--- config.mk ---
export PLATFORM = sky130hd
export DESIGN_NAME = div_ratio_ctrl
export DESIGN_NICKNAME = d
export VERILOG_FILES = /design/src/rtl/div_ratio_ctrl.sv
export SDC_FILE = /design/constraint.sdc
export NUM_CORES = 1
export LEC_CHECK = 0
export ABC_AREA = 0
export CORE_AREA = 2 2 129 131
export DETAILED_ROUTE_END_ITERATION = 8
export DIE_AREA = 0 0 131 133
export SYNTH_ARGS = -nofsm -noshare
export SYNTH_HDL_FRONTEND = slang
export SYNTH_SLANG_ARGS = --single-unit
--- constraint.sdc ---
create_clock -name clk_in -period 4.7 [get_ports clk_in]
set_input_delay 0.94 -clock clk_in [delete_from_list [all_inputs] [get_ports clk_in]]
set_output_delay 0.94 -clock clk_in [all_outputs]
set_load 0.005 [all_outputs]
--- src/rtl/div_ratio_ctrl.sv ---
// div_ratio_ctrl: glitch-free ratio changer for a free-running clock divider.
// A shadow counter tracks the divider phase. A new ratio is applied only on
// the divider's falling edge (shadow == div_ratio-1). At that point the divider
// is held in reset for HOLD_CYC cycles and then released with the new ratio.
// Optional feature macro: DIV_RATIO_CLAMP_EN. When it is defined, ratios below 2
// are clamped to 2. When it is undefined, ratios below 2 are rejected with err.
module div_ratio_ctrl #(
    parameter logic [31:0] RESET_RATIO = 32'd10,
    parameter int          HOLD_CYC    = 2
) (
    input  logic        clk_in,
    input  logic        reset,
    input  logic        req_valid,
    input  logic [31:0] req_ratio,
    output logic        req_ready,
    output logic [31:0] div_ratio,
    output logic        div_rst_n,
    output logic        busy,
    output logic        done,
    output logic        err
);

    typedef enum logic [2:0] {
        ST_INIT      = 3'd0,
        ST_IDLE      = 3'd1,
        ST_WAIT_EDGE = 3'd2,
        ST_HOLD      = 3'd3,
        ST_RELEASE   = 3'd4
    } state_t;

    // Last value of the hold/init cycle counter before moving on
    localparam logic [3:0] HOLD_LAST = 4'(HOLD_CYC - 1);

    // Ratio actually applied for a request (clamped when the feature is on)
    function automatic logic [31:0] eff_ratio(input logic [31:0] r);
`ifdef DIV_RATIO_CLAMP_EN
        eff_ratio = (r < 32'd2) ? 32'd2 : r;
`else
        eff_ratio = r;
`endif
    endfunction

    // Whether a requested ratio can be processed at all
    function automatic logic ratio_ok(input logic [31:0] r);
`ifdef DIV_RATIO_CLAMP_EN
        ratio_ok = (r == r);
`else
        ratio_ok = (r >= 32'd2);
`endif
    endfunction

    state_t      state_q, state_d;
    logic [3:0]  cnt_q, cnt_d;
    logic [31:0] pend_q, pend_d;
    logic [31:0] div_ratio_q, div_ratio_d;
    logic        div_rst_n_q, div_rst_n_d;
    logic [31:0] shadow_q, shadow_d;
    logic        req_ready_q, req_ready_d;
    logic        busy_q, busy_d;
    logic        done_q, done_d;
    logic        err_q, err_d;
    logic [31:0] ratio_m1_s;
    logic [31:0] req_eff_s;
    logic        req_fire_s;

    assign ratio_m1_s = div_ratio_q - 32'd1;
    assign req_eff_s  = eff_ratio(req_ratio);
    assign req_fire_s = req_valid & req_ready_q;

    // Next-state, datapath and registered-output logic of the change sequencer
    always_comb begin
        state_d     = state_q;
        cnt_d       = cnt_q;
        pend_d      = pend_q;
        div_ratio_d = div_ratio_q;
        div_rst_n_d = div_rst_n_q;
        done_d      = 1'b0;
        err_d       = 1'b0;
        case (state_q)
            ST_INIT: begin
                div_rst_n_d = 1'b0;
                if (cnt_q == HOLD_LAST) begin
                    state_d     = ST_IDLE;
                    cnt_d       = 4'd0;
                    div_rst_n_d = 1'b1;
                end else begin
                    cnt_d = cnt_q + 4'd1;
                end
            end
            ST_IDLE: begin
                if (req_fire_s) begin
                    if (!ratio_ok(req_ratio)) begin
                        err_d = 1'b1;
                    end else if (req_eff_s == div_ratio_q) begin
                        done_d = 1'b1;
                    end else begin
                        pend_d  = req_eff_s;
                        state_d = ST_WAIT_EDGE;
                    end
                end else begin
                    state_d = ST_IDLE;
                end
            end
            ST_WAIT_EDGE: begin
                // Divider falling edge: safe point to reset it and swap ratio
                if (shadow_q == ratio_m1_s) begin
                    state_d     = ST_HOLD;
                    cnt_d       = 4'd0;
                    div_rst_n_d = 1'b0;
                    div_ratio_d = pend_q;
                end else begin
                    state_d = ST_WAIT_EDGE;
                end
            end
            ST_HOLD: begin
                if (cnt_q == HOLD_LAST) begin
                    state_d     = ST_RELEASE;
                    cnt_d       = 4'd0;
                    div_rst_n_d = 1'b1;
                    done_d      = 1'b1;
                end else begin
                    cnt_d = cnt_q + 4'd1;
                end
            end
            ST_RELEASE: begin
                state_d = ST_IDLE;
            end
            default: begin
                state_d     = ST_INIT;
                cnt_d       = 4'd0;
                div_rst_n_d = 1'b0;
            end
        endcase

        if (!div_rst_n_q) begin
            shadow_d = 32'd0;
        end else if (shadow_q == ratio_m1_s) begin
            shadow_d = 32'd0;
        end else begin
            shadow_d = shadow_q + 32'd1;
        end

        req_ready_d = (state_d == ST_IDLE);
        busy_d      = (state_d != ST_IDLE);
    end

    // State, counters and output registers; reset abandons any change
    always_ff @(posedge clk_in or negedge reset) begin
        if (!reset) begin
            state_q     <= ST_INIT;
            cnt_q       <= 4'd0;
            pend_q      <= RESET_RATIO;
            div_ratio_q <= RESET_RATIO;
            div_rst_n_q <= 1'b0;
            shadow_q    <= 32'd0;
            req_ready_q <= 1'b0;
            busy_q      <= 1'b1;
            done_q      <= 1'b0;
            err_q       <= 1'b0;
        end else begin
            state_q     <= state_d;
            cnt_q       <= cnt_d;
            pend_q      <= pend_d;
            div_ratio_q <= div_ratio_d;
            div_rst_n_q <= div_rst_n_d;
            shadow_q    <= shadow_d;
            req_ready_q <= req_ready_d;
            busy_q      <= busy_d;
            done_q      <= done_d;
            err_q       <= err_d;
        end
    end

    assign req_ready = req_ready_q;
    assign div_ratio = div_ratio_q;
    assign div_rst_n = div_rst_n_q;
    assign busy      = busy_q;
    assign done      = done_q;
    assign err       = err_q;

endmodule
==> flow_summary.toml <==
[worst_setup_path]
worstSetupPathType = "reg -> reg"
cp-end-kind = "flop"
crit_path_start = "div_ratio[0]$_DFFE_PN0P_"
cp-endpoint = "div_ratio[27]$_DFFE_PN0P_"
r2r_cells = 11
r2r_slack_ns = 0.60
r2r_end = "div_ratio[27]$_DFFE_PN0P_"
path_max_fanout = 13
arrival_ns = 4.35
r2r-start = "div_ratio[0]$_DFFE_PN0P_"
setup.worst_path.start_class = "flop"
critical_path_required_ns = 4.95

[sta]
slew_violations = 0
fin_tns_setup_ns = 0
finClkSkew_ns = 0.00846
tightestPinTransition_ns = 1.14
period_minus_slack_ns = 4.10
rsz0062_at_grt = "no"
slew_headroom_pct = 24.0
setup_viol = 0
max_freq_mhz = 244
hold_violations = 0
postLayoutSetupSlackWorst_ns = 0.602
period_share_pct = 87.2

[global_route]
overflow = 0
grt_use_total_pct = 20.8
grt_pass1_vias = 4848
grt_max_degree = 75
antenna_found_initial = 0
grt_pass1_wl_um = 27500

[cells_and_area]
seq_area_um2 = 2710
area_growth_pct = 19.4
finalNonFillerCells = 884
design_area_um2 = 7510
multiInputGateArea_um2 = 3360
antenna_cells = 0
drive_above_1_share_pct = 16.9
fin_nets = 696
fillers = 1488

[die]
std_cell_rows = 47
die_x_um = 131
pin_count = 72
die_h_um = 133
start_util_pct = 38.9
die_area_um2 = 17400
coreArea_um2 = 16200

[yosys]
async_flop_share_pct = 100
synth.top_cell.area_share_pct = 41.0
synthCells = 593
ys_seq_elements = 108
syn_nets = 630
synth-edff-count = 0
synth_flop_cell = "dfrtp_1"
synthTopCellsByArea = "dfrtp_1 (41%), xnor2_1 (9.9%), mux2_4 (6.9%), mux2_2 (6.3%), xor2_1 (3.9%)"
synthDistinctLibCells = 64
ys.warnings.count = 0
synth_area_per_cell_um2 = 10.6
yosysTopAreaCell = "dfrtp_1"
synth_area_um2 = 6290
seq_area_frac_synth_pct = 43.1

[power_and_ir_drop]
powerDensity_nw_per_um2 = 349
power_frac_seq_pct = 48.4
irDropWorstVdd_mv = 0.231
switching_share_pct = 29.9
cellLeakagePower_uw = 0.00316
comb_power_share_pct = 20.4
intPower_uw = 1840
p_sw_uw = 784
pwr-share-clk_pct = 31.2

[clock_network]
htreeDepth = 3
clk_latency_ns = 0.36
cts_buffers = 9
cts_sinks = 108
post_cts_buffers = 0
ctsHoldBuffers = 0
tritoncts = "yes"
post_cts_resize_count = 0
clock_path_buffers = 2
root_buffer = "clkbuf_16"
path_clk_slew_ns = 0.08

[route]
drt-initial-drc-count = 331
wl_per_cell_um = 19.7
drc_errors = 0
vias = 4854
drt_pass1_iterations = 5
drt-total-wl_um = 17400
routed_via_density = 5.49
antenna_left = 0

[place]
dp_cells = 868
gp_congestion = 0.851
port_buffers = 71
dp_hpwl_um = 12800
dp_slack_ns = 0.649
dpl_cell_area_um2 = 7190

[min_path]
hold_path.class = "reg -> reg"

[outcome]
outcome = "completed"

[job]
maxCapViolations = 0
-- layout make-up --
cell class              count  area share, %
clock buffers               9           3.00
multi-input cells         444           44.8
clock inverters             7           1.23
well taps                 220           3.66
flip-flops and latches    108           36.1
repair buffers             83           10.6
inverters                  13          0.650
-- how the worst min path moves through the flow --
stage / start / endpoint / slack (ns) / depth (start not counted)
after floorplan: pend_q[0]$_DFFE_PN0P_ / div_ratio[0]$_DFFE_PN0P_ / 0.48 / 1
after global placement: pend_q[29]$_DFFE_PN0P_ / div_ratio[29]$_DFFE_PN0P_ / 0.48 / 1
after detailed placement: pend_q[17]$_DFFE_PN0P_ / div_ratio[17]$_DFFE_PN0P_ / 0.49 / 1
after CTS: pend_q[8]$_DFFE_PN0P_ / div_ratio[8]$_DFFE_PN0P_ / 0.51 / 1
after global routing: pend_q[11]$_DFFE_PN0P_ / div_ratio[11]$_DFFE_PN0P_ / 0.51 / 1
final: pend_q[17]$_DFFE_PN0P_ / div_ratio[17]$_DFFE_PN0P_ / 0.50 / 1
-- metrics by stage --
step / power (uW) / utilization (%) / hold WS (ns)
2_1_floorplan: 1630 / - / 0.477
3_3_place_gp: 1800 / 44.5 / 0.482
3_5_place_dp: 1820 / 44.5 / 0.489
4_1_cts: 2650 / 46.4 / 0.506
5_1_grt: 2760 / 46.4 / 0.513
6_report: 2620 / 46.4 / 0.503
-- registers in the layout, summed over array words and instances, names as in the netlist --
name,flops
busy,1
cnt_q,4
div_ratio,32
div_rst_n,1
done,1
err,1
pend_q,32
req_ready,1
shadow_q,32
state_q,3
-- kinds of logic after synthesis --
logic type	synth area share, %
mux	13.5
compound gates	7.06
fa+ha+maj	0.398
buf+inv	3.72
simple gates	18.5
flops	43.1
xor+xnor	13.8
-- Yosys cell counts (4+ instances only) --
master	instances
mux2_4	29
nor2b_1	6
a21oi_1	6
o21ai_0	4
nand4_1	16
and3_1	10
nor3_1	22
nand2b_1	9
buf_6	4
a31oi_1	7
xnor2_1	71
dfstp_2	5
inv_1	13
dfrtp_1	103
or3_1	5
clkbuf_1	20
nand2_1	30
nand3_1	21
and4_1	4
xor2_1	28
nor2_1	56
or4_1	4
a21o_1	5
mux2_2	35
nor4_1	17
-- worst max-delay path, stage by stage (launching register included) --
cell	delay, ns
dfrtp_1	0.48
inv_1	0.12
ha_1	0.20
or4b_4	0.49
or4_4	0.58
nor3_1	0.23
mux2i_1	0.14
a211oi_2	0.23
nand4_2	0.24
or3_2	0.66
buf_4	0.29
mux2_4	0.32
-- layout by cell type, fill, tap and decap left out, types with 16 or more instances in the layout --
master	netlist	layout
nand3_1	21	21
clkdlybuf4s50_1	0	70
mux2_4	29	29
nand4_1	16	16
nand2_1	30	30
xnor2_1	71	71
nor4_1	17	17
xor2_1	28	28
nor3_1	22	22
dfrtp_1	103	103
nor2_1	56	56
mux2_2	35	35
-- power by group through the flow --
stage	sequential (uW)	clock, uW	combinational, uW
floorplan	1210	0	414
global placement	1280	0	528
detailed placement	1290	0	537
CTS	1270	839	539
global route	1300	876	587
finish	1270	818	535
-- layer usage --
layer  vias to the layer above  part of all wire [%]  global-route usage (%)
met5                         -                     0                       0
li1                       2247                     -                       -
met3                        36                   4.0                    4.45
met2                       140                    48                    32.2
met4                         0                   3.1                    7.39
met1                      2431                    45                    28.7
No activity file was read; power rests on OpenSTA's default activity.
